## src/rtl/multicycle_control_unit.sv

```systemverilog
// Multicycle RV32I control FSM: fetch/decode/execute/memory/writeback sequencing
// with memory-ready stalls, bus timeout and illegal-instruction trap. Macro: MCU_BRANCH_EXT_EN.
module multicycle_control_unit #(
    parameter int unsigned ULA_CTRL_W   = 3,
    parameter int unsigned WAIT_TIMEOUT = 16
) (
    input  logic                  clk,
    input  logic                  rst_n,
    input  logic [6:0]            OP,
    input  logic [2:0]            Funct3,
    input  logic [6:0]            Funct7,
    input  logic                  Zero,
    input  logic                  Lt,
    input  logic                  MemReady,
    output logic                  PCWrite,
    output logic                  IRWrite,
    output logic                  RegWrite,
    output logic                  MemWrite,
    output logic                  AdrSrc,
    output logic [1:0]            ULASrcA,
    output logic [1:0]            ULASrcB,
    output logic [2:0]            ImmSrc,
    output logic [1:0]            ResultSrc,
    output logic [ULA_CTRL_W-1:0] ULAControl,
    output logic                  Illegal,
    output logic                  BusErr
);

    localparam int unsigned CNT_W = (WAIT_TIMEOUT == 0) ? 1 : $clog2(WAIT_TIMEOUT + 1);
    localparam logic [CNT_W-1:0] CNT_LAST = (WAIT_TIMEOUT == 0) ? '0 : CNT_W'(WAIT_TIMEOUT - 1);

    localparam logic [6:0] OP_LOAD  = 7'b0000011;
    localparam logic [6:0] OP_STORE = 7'b0100011;
    localparam logic [6:0] OP_R     = 7'b0110011;
    localparam logic [6:0] OP_I     = 7'b0010011;
    localparam logic [6:0] OP_BR    = 7'b1100011;
    localparam logic [6:0] OP_JAL   = 7'b1101111;

    typedef enum logic [3:0] {
        FETCH, DECODE, MEMADR, MEMREAD, MEMWB, MEMWRITE,
        EXECR, EXECI, ALUWB, BRANCH, JAL, ERROR
    } state_e;

    state_e           state_q, state_d;
    logic [CNT_W-1:0] wait_cnt_q, wait_cnt_d;
    logic             illegal_q, illegal_d;
    logic             bus_err_q, bus_err_d;

    logic             dec_legal, alu_f3_ok, br_taken, waiting;
    logic [2:0]       alu_i, alu_r, ula_ctrl;
    logic             pc_write, ir_write, reg_write, mem_write;

    always_ff @(posedge clk or negedge rst_n) begin
        if (!rst_n) begin
            state_q    <= FETCH;
            wait_cnt_q <= '0;
            illegal_q  <= 1'b0;
            bus_err_q  <= 1'b0;
        end else begin
            state_q    <= state_d;
            wait_cnt_q <= wait_cnt_d;
            illegal_q  <= illegal_d;
            bus_err_q  <= bus_err_d;
        end
    end

    // Instruction legality and ULA operation decode from the IR fields.
    always_comb begin
        alu_f3_ok = (Funct3 == 3'b000) || (Funct3 == 3'b111) ||
                    (Funct3 == 3'b110) || (Funct3 == 3'b010);
        unique case (Funct3)
            3'b111:  alu_i = 3'b010;
            3'b110:  alu_i = 3'b011;
            3'b010:  alu_i = 3'b101;
            default: alu_i = 3'b000;
        endcase
        alu_r = ((Funct3 == 3'b000) && (Funct7 == 7'b0100000)) ? 3'b001 : alu_i;
        unique case (OP)
            OP_LOAD, OP_STORE: dec_legal = (Funct3 == 3'b000) || (Funct3 == 3'b010);
            OP_R:    dec_legal = ((Funct7 == 7'b0000000) && alu_f3_ok) ||
                                 ((Funct7 == 7'b0100000) && (Funct3 == 3'b000));
            OP_I:    dec_legal = alu_f3_ok;
`ifdef MCU_BRANCH_EXT_EN
            OP_BR:   dec_legal = (Funct3 == 3'b000) || (Funct3 == 3'b001) ||
                                 (Funct3 == 3'b100) || (Funct3 == 3'b101);
`else
            OP_BR:   dec_legal = (Funct3 == 3'b000);
`endif
            OP_JAL:  dec_legal = 1'b1;
            default: dec_legal = 1'b0;
        endcase
    end

    // Branch condition evaluated from the ULA flags.
`ifdef MCU_BRANCH_EXT_EN
    always_comb begin
        unique case (Funct3)
            3'b001:  br_taken = !Zero;
            3'b100:  br_taken = Lt;
            3'b101:  br_taken = !Lt;
            default: br_taken = Zero;
        endcase
    end
`else
    logic unused_lt;
    assign unused_lt = Lt;
    assign br_taken  = Zero;
`endif

    always_comb begin
        state_d   = state_q;
        illegal_d = illegal_q;
        bus_err_d = bus_err_q;
        pc_write  = 1'b0;
        ir_write  = 1'b0;
        reg_write = 1'b0;
        mem_write = 1'b0;
        AdrSrc    = 1'b0;
        ULASrcA   = 2'b00;
        ULASrcB   = 2'b00;
        ImmSrc    = 3'b000;
        ResultSrc = 2'b00;
        ula_ctrl  = 3'b000;
        waiting   = 1'b0;
        unique case (state_q)
            FETCH: begin
                ULASrcB   = 2'b10;
                ResultSrc = 2'b10;
                ir_write  = MemReady;
                pc_write  = MemReady;
                waiting   = 1'b1;
                if (MemReady) state_d = DECODE;
            end
            DECODE: begin
                ULASrcA = 2'b01;
                ULASrcB = 2'b01;
                ImmSrc  = (OP == OP_JAL) ? 3'b011 : 3'b010;
                if (!dec_legal) begin
                    state_d   = ERROR;
                    illegal_d = 1'b1;
                end else begin
                    unique case (OP)
                        OP_LOAD, OP_STORE: state_d = MEMADR;
                        OP_R:              state_d = EXECR;
                        OP_I:              state_d = EXECI;
                        OP_BR:             state_d = BRANCH;
                        default:           state_d = JAL;
                    endcase
                end
            end
            MEMADR: begin
                ULASrcA = 2'b10;
                ULASrcB = 2'b01;
                ImmSrc  = (OP == OP_LOAD) ? 3'b000 : 3'b001;
                state_d = (OP == OP_LOAD) ? MEMREAD : MEMWRITE;
            end
            MEMREAD: begin
                AdrSrc  = 1'b1;
                waiting = 1'b1;
                if (MemReady) state_d = MEMWB;
            end
            MEMWB: begin
                ResultSrc = 2'b01;
                reg_write = 1'b1;
                state_d   = FETCH;
            end
            MEMWRITE: begin
                AdrSrc    = 1'b1;
                mem_write = 1'b1;
                waiting   = 1'b1;
                if (MemReady) state_d = FETCH;
            end
            EXECR: begin
                ULASrcA  = 2'b10;
                ula_ctrl = alu_r;
                state_d  = ALUWB;
            end
            EXECI: begin
                ULASrcA  = 2'b10;
                ULASrcB  = 2'b01;
                ula_ctrl = alu_i;
                state_d  = ALUWB;
            end
            ALUWB: begin
                reg_write = 1'b1;
                state_d   = FETCH;
            end
            BRANCH: begin
                ULASrcA  = 2'b10;
                ula_ctrl = 3'b001;
                pc_write = br_taken;
                state_d  = FETCH;
            end
            JAL: begin
                ULASrcA  = 2'b01;
                ULASrcB  = 2'b10;
                pc_write = 1'b1;
                state_d  = ALUWB;
            end
            default: state_d = ERROR;
        endcase
        // A ready on the final allowed cycle still completes the access.
        if (waiting && !MemReady && (WAIT_TIMEOUT != 0) && (wait_cnt_q == CNT_LAST)) begin
            state_d   = ERROR;
            bus_err_d = 1'b1;
        end
        wait_cnt_d = (waiting && !MemReady && (state_d == state_q)) ? wait_cnt_q + CNT_W'(1) : '0;
    end

    // Enables are held off for the whole reset window, including the FETCH ready path.
    assign PCWrite    = pc_write  & rst_n;
    assign IRWrite    = ir_write  & rst_n;
    assign RegWrite   = reg_write & rst_n;
    assign MemWrite   = mem_write & rst_n;
    assign ULAControl = ULA_CTRL_W'(ula_ctrl);
    assign Illegal    = illegal_q;
    assign BusErr     = bus_err_q;

endmodule

```

## config.mk

```make
export PLATFORM = sky130hd
export DESIGN_NAME = multicycle_control_unit
export DESIGN_NICKNAME = d
export VERILOG_FILES = /design/src/rtl/multicycle_control_unit.sv
export SDC_FILE = /design/constraint.sdc
export NUM_CORES = 1
export LEC_CHECK = 0
export CELL_PAD_IN_SITES_DETAIL_PLACEMENT = 1
export CELL_PAD_IN_SITES_GLOBAL_PLACEMENT = 2
export CORE_UTILIZATION = 25
export DETAILED_ROUTE_END_ITERATION = 12
export PLACE_DENSITY_LB_ADDON = 0.25
export SLEW_MARGIN = 20
export SYNTH_ARGS = -nofsm -noshare
export SYNTH_HDL_FRONTEND = slang
export SYNTH_SLANG_ARGS = --single-unit
```

## constraint.sdc

```tcl
create_clock -name clk -period 4.4 [get_ports clk]
set_clock_uncertainty 0.2 [all_clocks]
set_input_delay 1.32 -clock clk [delete_from_list [all_inputs] [get_ports clk]]
set_output_delay 1.32 -clock clk [all_outputs]
set_load 0.02 [all_outputs]
```

== After elaboration in Yosys (flattened, before gate mapping) ==
Cells that the tools add are included.

* Flip-flop bits (word level): 11
* Latch bits: 0
* Bits in writable memories: 0
* Bits in read-only memories: 0
* Input port bits: 22
* Output and inout bits: 19
* Logic and storage cells: 82
* Memories: 0

* Add/subtract/negate cells: 1
* $mul: 0
* Div/mod/pow operators: 0
* $lt $le $gt $ge: 0
* Equality and inequality tests: 22
* Shift-type cells: 0
* Muxes and demuxes: 25
* Bitwise operators: 5
* Reduce and logical (&&, ||, !) cells: 25

{| class="wikitable"
|+ Operator list
! cell !! number
|-
| 4-bit case mux with 7 select lines || 1
|-
| 7-bit by 6-bit equality test with 1-bit output, second input constant || 3
|-
| 4-bit two-way mux || 5
|-
| 3-bit case mux with 3 select lines || 2
|-
| 4-bit by 3-bit equality test with 1-bit output, second input constant || 4
|-
| 2-bit case mux with 2 select lines || 4
|-
| 4-bit case mux with 4 select lines || 1
|-
| 7-bit equality test, second input constant || 2
|-
| 4-bit equality test, second input constant || 3
|-
| 3-bit OR reduction || 4
|-
| 2-bit OR reduction || 5
|-
| 4-bit by 2-bit equality test with 1-bit output, second input constant || 2
|-
| 7-bit by 2-bit equality test with 1-bit output, second input constant || 1
|-
| 7-bit by 5-bit equality test with 1-bit output, second input constant || 1
|-
| 7-bit zero test || 1
|-
| 1-bit two-way mux || 7
|-
| 3-bit equality test, second input constant || 2
|-
| 3-bit two-way mux || 2
|-
| 5-bit by 1-bit adder with 5-bit output, second input constant || 1
|-
| 5-bit by 4-bit equality test with 1-bit output, second input constant || 1
|-
| 1-bit logical AND || 5
|-
| 1-bit logical OR || 5
|-
| 5-bit two-way mux || 1
|-
| 1-bit case mux with 5 select lines || 1
|-
| other kinds (11) || 14
|}

== Depth between registers and ports, before layout ==
Gate-level depths: netlist of the first run.

* Depth in word-level cells: 13
* Gate-level depth with buffers: 8
* Gate-level depth less buffers: 8

== Least setup slack after synthesis of the first run ==
No wires, ideal clock.

* Path kind: input -> output
* Start point: input Funct7[3]
* End point: output ULAControl[0]
* Data arrival time: 2.722 ns
* Data required time: 2.880 ns
* Setup slack: 0.158 ns
* Cell stages on the path: 4
* Buffers on the path: 0
* Path through: or4_1 -> nor3_2 -> a31oi_1 -> o32ai_1

* Word-level cells in the longest chain between the ends: 4

{| class="wikitable"
|+ RTL lines
! what !! RTL line !! source
|-
| start: declaration || 11 || <nowiki>input logic [6:0] Funct7,</nowiki>
|-
| 7-bit by 6-bit equality test with 1-bit output || 77 || <nowiki>alu_r = ((Funct3 == 3'b000) && (Funct7 == 7'b0100000)) ? 3'b001 : alu_i;</nowiki>
|-
| 1-bit logical AND || 77 ||
|-
| 3-bit two-way mux || 77 ||
|-
| 3-bit case mux with 3 select lines || 125 || <nowiki>unique case (state_q)</nowiki>
|-
| end: declaration || 24 || <nowiki>output logic [ULA_CTRL_W-1:0] ULAControl,</nowiki>
|}

No other way between the ends.

== Final worst setup path of the first run ==
Same ends and word-level chain as after synthesis.

==> reports/metrics.cfg, run 1 <==
[sta]
setup_viol=0
max_freq_mhz=231
rsz0062_at_grt=no
max_slew_margin_pct=59.6
worst_pin_slew_ns=0.606
fin_crit_ns=4.33
drv_slew=0
hold_ws_ns=0.271
final_hold_viol_count=0
tns_ns=0
period_share_pct=98.5

[synthesis]
synth_top_area_share_pct=26.1
synth.cell_area_um2=1050
syn_inst=140
ys_ff_latch=11
synthAdderAreaFrac_pct=2.38
yosysTopAreaCell=dfrtp_1
avgSynthCellArea_um2=7.53
synth_top_family_by_area=simple AND/OR/NAND/NOR gates
yosysUniqueCellTypes=48
ys_seq_area_share_pct=26.1
yosys-top-cells-area=dfrtp_1 (26%), nor2_1 (7.8%), nand2_1 (4.6%), nand2b_1 (3.6%), and3_1 (3.0%)
ys_warn_count=0
synth_compound_area_share_pct=18.8
yosys.area_share.simple_pct=40.5
muxShareOfSynthArea_pct=2.02
synthesis.nets=164
synth_xor_area_share_pct=3.33

[clock_tree]
cts.sinks=11
cts_max_level=1
clk_latency_ns=0.23
cts_tree=built
root_buffer=clkbuf_8
cts_made_buffers=3
clockBufferDepth=2
cts_hold_buffers=0
clkTransAtPathRegs_ns=0.05

[route]
wl_per_cell_um=14.7
vias=1237
ant_nets=0
vias_per_cell=4.93
drtPass1Iterations=4
drc_errors=0
first_iter_violations=44
totalWireLength_um=3690

[placed_design]
dp.final_hpwl_um=2560
io_buffer_count=38
dp.cells=230
gp_congestion=0.774

[worst_setup_path]
worstSetupPathType=input port to primary output
cpMaxStageDelayCell=or4_4
arrival_ns=2.81
rrSetupSlack_ns=2.19
path_max_fanout=2
crit_chain=dlygate4sd2_1 -> or4_4 -> nor3_4 -> a31oi_1 -> o32ai_1 -> buf_2
critPathTopFamily=simple AND/OR/NAND/NOR gates
critPathLaunchType=input port
slowest_delay_ns=0.52
cp.required_ns=2.88
cp_num_buf_inv=2
worstSetupEndpointType=primary output

[floorplanning]
fp-row-count=23
die_h_um=66.9
dieArea_um2=4480
initial_core_util_pct=26.1
io_pins=41
coreArea_um2=4030
die_width_um=66.9

[hold_path]
holdCritPathClass=register to register

[grt]
grtUsageMet3_pct=2.23
use_met1_pct=23.1
grt_pass1_wl_um=6020
gr-usage-all-layers_pct=17.8
gr-total-overflow=0
first_global_vias=1279
grt_max_degree=21
grt_antenna_before_repair=0
grt_busiest_layer=met2
gr-usage-met2_pct=28.8

[layout]
area_growth_pct=63.3
fin_nets=226
fin_cells=251
multi_input_area_um2=719
post-route-util_pct=42.7
n_antenna_cell=0
layout-drive-gt1-share_pct=20.9
seq_area_um2=275
num-fill-cells=490

[power]
seq_power_share_pct=41.4
p_switching_mw=0.0546
combPwrFrac_pct=17.6
total_leakage_power_nw=0.803
intPower_mw=0.190
total_power_mw=0.245
switching_share_pct=22.3
clockPowerShare_pct=40.9
power_density_nw_per_um2=142
peakVddDrop_mv=0.139

[flow_run]
cap_violations=0

[run_status]
status=finished clean

==> registers in the layout, summed over array words and instances (netlist names) <==
register	cells
wait_cnt_q	5
state_q	4
BusErr	1
Illegal	1
==> cell type report <==
cell class	count	share of cell area, %
Timing Repair Buffer	68	35.1
Multi-Input combinational cell	114	41.8
Clock buffer	4	2.62
Inverter	4	0.873
Sequential cell	11	16.0
Tap cell	50	3.64
==> stage by stage <==
stage,area (um^2),setup WS (ns)
2_1_floorplan,1050,0.158
3_3_place_gp,1540,-0.560
3_5_place_dp,1540,-0.592
4_1_cts,1710,-0.0144
5_1_grt,1720,0.00260
6_report,1720,0.0668
==> power by group through the flow <==
stage	Clock, mW	Sequential (mW)	Combinational, mW
after floorplan	0	0.103	0.0109
after global placement	0	0.103	0.0407
after detailed placement	0	0.103	0.0419
after CTS	0.104	0.101	0.0434
after global routing	0.108	0.101	0.0465
final	0.100	0.101	0.0432
==> worst register-to-register path, delay by kind of cell, from the launching register on <==
kind,cells,cell delay [ns]
adders and majority gates,2,0.42
and+or+nand+nor,3,0.53
AOI/OAI and AO/OA,3,0.52
DFF,1,0.40
==> Yosys cell counts (all sizes together) <==
cell,n
a22oi,1
conb,1
mux2,1
clkbuf,2
mux2i,1
nand2,13
and4,1
o2111ai,2
o211ai,3
and3,5
and2,3
nor3,4
nor2b,4
xor2,2
o32ai,1
nand4bb,1
a31o,1
a2111oi,1
o41ai,1
dfrtp,11
buf,9
o21ai,3
nand4,1
a31oi,3
nor4,1
nand2b,6
a21o,3
o22ai,1
a211oi,1
nor2,22
xnor2,2
nand3b,1
a21oi,6
or4,2
ha,2
and2b,2
a32oi,1
or2,2
nor3b,4
inv,4
nand3,5
==> final timing paths <==
| path | startpoint | endpoint | depth (start not counted) |
|---|---|---|---|
| max | Funct7[3] | ULAControl[0] | 6 |
| min | BusErr$_DFFE_PN0P_ | BusErr$_DFFE_PN0P_ | 1 |
| max reg2reg | wait_cnt_q[0]$_DFF_PN0_ | state_q[1]$_DFF_PN0_ | 8 |
| min reg2reg | BusErr$_DFFE_PN0P_ | BusErr$_DFFE_PN0P_ | 1 |
| max in group asynchronous | rst_n | BusErr$_DFFE_PN0P_ | 2 |
| min in group asynchronous | rst_n | state_q[1]$_DFF_PN0_ | 2 |
==> cells in the final DEF, fill, tap and decap left out, types with 2 or more instances in the layout <==
master,instances
dlymetal6s2s_1,5
or4_4,2
nand2_1,13
a31oi_1,3
ha_1,2
and3_1,5
dfrtp_1,11
nand2b_1,6
clkbuf_8,3
xnor2_1,2
nor2b_1,4
clkdlybuf4s50_1,24
o21ai_0,2
nand3_1,5
a21oi_1,6
dlygate4sd2_1,6
nor3_1,3
and2_1,3
xor2_1,2
or2_1,2
and2b_1,2
a21o_1,3
inv_1,3
buf_4,31
o211ai_1,3
nor3b_1,4
nor2_1,22
==> repair_timing <==
action / CTS / global route
pin swaps: 5 / 5
gates resized for setup: 20 / 5
setup endpoints to repair: 3 / 7
setup buffers: 17 / 1
cloned: 0 / 0
==> cells by family (layout without fill, tap and decap cells) <==
logic type / count (synthesis) / after routing
xor+xnor: 4 / 4
compound gates: 28 / 28
mux: 2 / 2
fa+ha+maj: 2 / 2
flops: 11 / 11
other cells: 1 / 1
simple gates: 77 / 77
buf+inv: 15 / 76
==> layer usage <==
metal | share of wire (%) | vias to the layer above
met5 | 0 | -
met4 | 1.3 | 0
met3 | 3.7 | 6
met2 | 49 | 28
met1 | 46 | 591
li1 | - | 612
Power figures use the tool's default switching activity.
==> run 2: changes to the inputs <==
Settings changed: HOLD_SLACK_MARGIN set to 0.1, SETUP_SLACK_MARGIN set to 0.5.
==> run 2 against run 1 <==
Cell count down 4.8%; utilization fell by 2.6 points; die area unchanged; worst hold slack lost 0.018 ns; register-to-register slack improved by 0.06 ns; critical endpoint unchanged; largest cell class unchanged; largest power group unchanged; highest routed layer unchanged.
==> reports/metrics.cfg, run 2 (same netlist as run 1, synthesis figures left out) <==
[run_status]
status=finished clean

[placed_design]
post_dp_cell_area_um2=1570
io_buffer_count=38
dp.cells=233
gp_congestion=0.735
dp.final_hpwl_um=2680

[sta]
max_slew_margin_pct=61.2
period_share_pct=93.5
drv_slew=0
setup_viol=0
tns_ns=0
worst_pin_slew_ns=0.581
max_freq_mhz=243
fin_crit_ns=4.11
rsz0062_at_grt=yes
final_hold_viol_count=0

[layout]
reg.largest.list=wait_cnt_q (5), state_q (4)
fin_area_um2=1610
layout-drive-gt1-share_pct=24.9
n_antenna_cell=0
top_register=wait_cnt_q
layout_commonest_cell=nor2_1
fin_cells=239
largest_register_ffs=5
final_cell_mix=nor2_1 (21), buf_4 (19), clkdlybuf4s50_1 (17), nand2_1 (12), dfrtp_1 (11)
fin_nets=214
post-route-util_pct=40.1
area_growth_pct=53.2

[clock_tree]
clkTransAtPathRegs_ns=0.05
cts_max_level=1
cts_hold_buffers=0
cts_tree=built
cts.sinks=11
root_buffer=clkbuf_8
clk_latency_ns=0.24
clockBufferDepth=2
cts_made_buffers=3

[worst_setup_path]
path_max_fanout=2
cp.required_ns=2.88
worstSetupPathType=input port to primary output
reg2reg_depth=8
arrival_ns=2.59
r2r-start=wait_cnt_q[0]$_DFF_PN0_
worstSetupEndpointType=primary output
critPathLaunchType=input port
timing.rr.end=state_q[1]$_DFF_PN0_
rrSetupSlack_ns=2.25

[route]
wl_per_cell_um=13.9
vias=1171
first_iter_violations=43
drtPass1Iterations=4
drc_errors=0
vias_per_cell=4.90
totalWireLength_um=3320
ant_nets=0

[grt]
gr-usage-all-layers_pct=16.3
grt_antenna_before_repair=0
grt_max_degree=20
first_global_vias=1152
gr-total-overflow=0
grt_pass1_wl_um=5570

[flow_run]
cap_violations=0

[floorplanning]
initial_core_util_pct=26.1
io_pins=41
fp-row-count=23
die_h_um=66.9
dieArea_um2=4480
die_width_um=66.9
coreArea_um2=4030

[power]
seq_power_share_pct=41.8
intPower_mw=0.189
p_switching_mw=0.0533
total_leakage_power_nw=0.698
clockPowerShare_pct=40.9
power_density_nw_per_um2=150
total_power_mw=0.243
switching_share_pct=22.0
combPwrFrac_pct=17.3
peakVddDrop_mv=0.141

[hold_path]
whs_endpoint=BusErr$_DFFE_PN0P_
holdCritPathClass=register to register
hold_depth=1
holdCritStartpoint=BusErr$_DFFE_PN0P_

-- run 2: cell count changes in the layout (fill, tap and decap cells not counted), moves of 2 or more --
cell             previous run  this run
dlymetal6s2s_1              5         1
clkdlybuf4s15_1             1         5
buf_2                       1         7
dlygate4sd2_1               6         1
clkdlybuf4s50_1            24        17
clkbuf_2                    0         2
buf_4                      31        19
buf_6                       0         4
-- run 2: per-layer routing --
| metal | share of wire, % | vias up | global-route usage, % |
|---|---|---|---|
| met4 | 0.12 | 0 | 1.60 |
| met2 | 49 | 21 | 26.6 |
| met5 | 0 | - | 0 |
| met3 | 3.8 | 2 | 3.42 |
| li1 | - | 594 | - |
| met1 | 47 | 554 | 22.5 |
-- run 2: metrics by stage --
stage	hold slack, ns	setup slack, ns
4_1_cts	0.264	0.219
3_3_place_gp	0.240	-0.531
5_1_grt	0.301	0.220
3_5_place_dp	0.251	-0.569
2_1_floorplan	0.233	0.335
6_report	0.253	0.287
-- run 2: worst max-delay path by stage --
| stage | start | to |
|---|---|---|
| 2_1_floorplan | Funct7[3] | ULAControl[0] |
| 4_1_cts | Funct7[6] | ULAControl[0] |
| 5_1_grt | Funct7[6] | ULAControl[0] |
| 6_report | Funct7[6] | ULAControl[0] |
| 3_5_place_dp | Funct7[3] | ULAControl[0] |
| 3_3_place_gp | Funct7[3] | ULAControl[0] |
-- run 2: repair_timing --
| action | in CTS | in global routing |
|---|---|---|
| pin swaps | 10 | 7 |
| setup endpoints to repair | 8 | 6 |
| gates resized for setup | 67 | 10 |
| setup buffers | 1 | 1 |
| hold endpoints to repair | 0 | 0 |
-- run 2: critical path, cell delays in order --
cell	delay (ns)
buf_6	0.09
or4_4	0.53
nor3_4	0.16
a31oi_2	0.11
o32ai_2	0.20
buf_4	0.18
-- run 2: layout make-up --
type	count	area [um^2]
Tap cell	50	62.6
Multi-Input combinational cell	114	742
Clock buffer	4	45.0
Timing Repair Buffer	56	474
Sequential cell	11	275
Inverter	4	15.0
Fill cell	497	2410
-- run 2: power by group through the flow --
stage | Combinational [mW] | Sequential [mW] | Clock, mW
6_report | 0.0420 | 0.101 | 0.0992
5_1_grt | 0.0456 | 0.101 | 0.109
4_1_cts | 0.0412 | 0.101 | 0.105
3_5_place_dp | 0.0432 | 0.103 | 0
3_3_place_gp | 0.0421 | 0.103 | 0
2_1_floorplan | 0.0110 | 0.103 | 0
==> run 3: changes to the inputs <==
Settings changed: CTS_CLUSTER_DIAMETER set to 100.
==> results of run 3 <==
Final layout, timing and power as in run 2 (identical DEF).
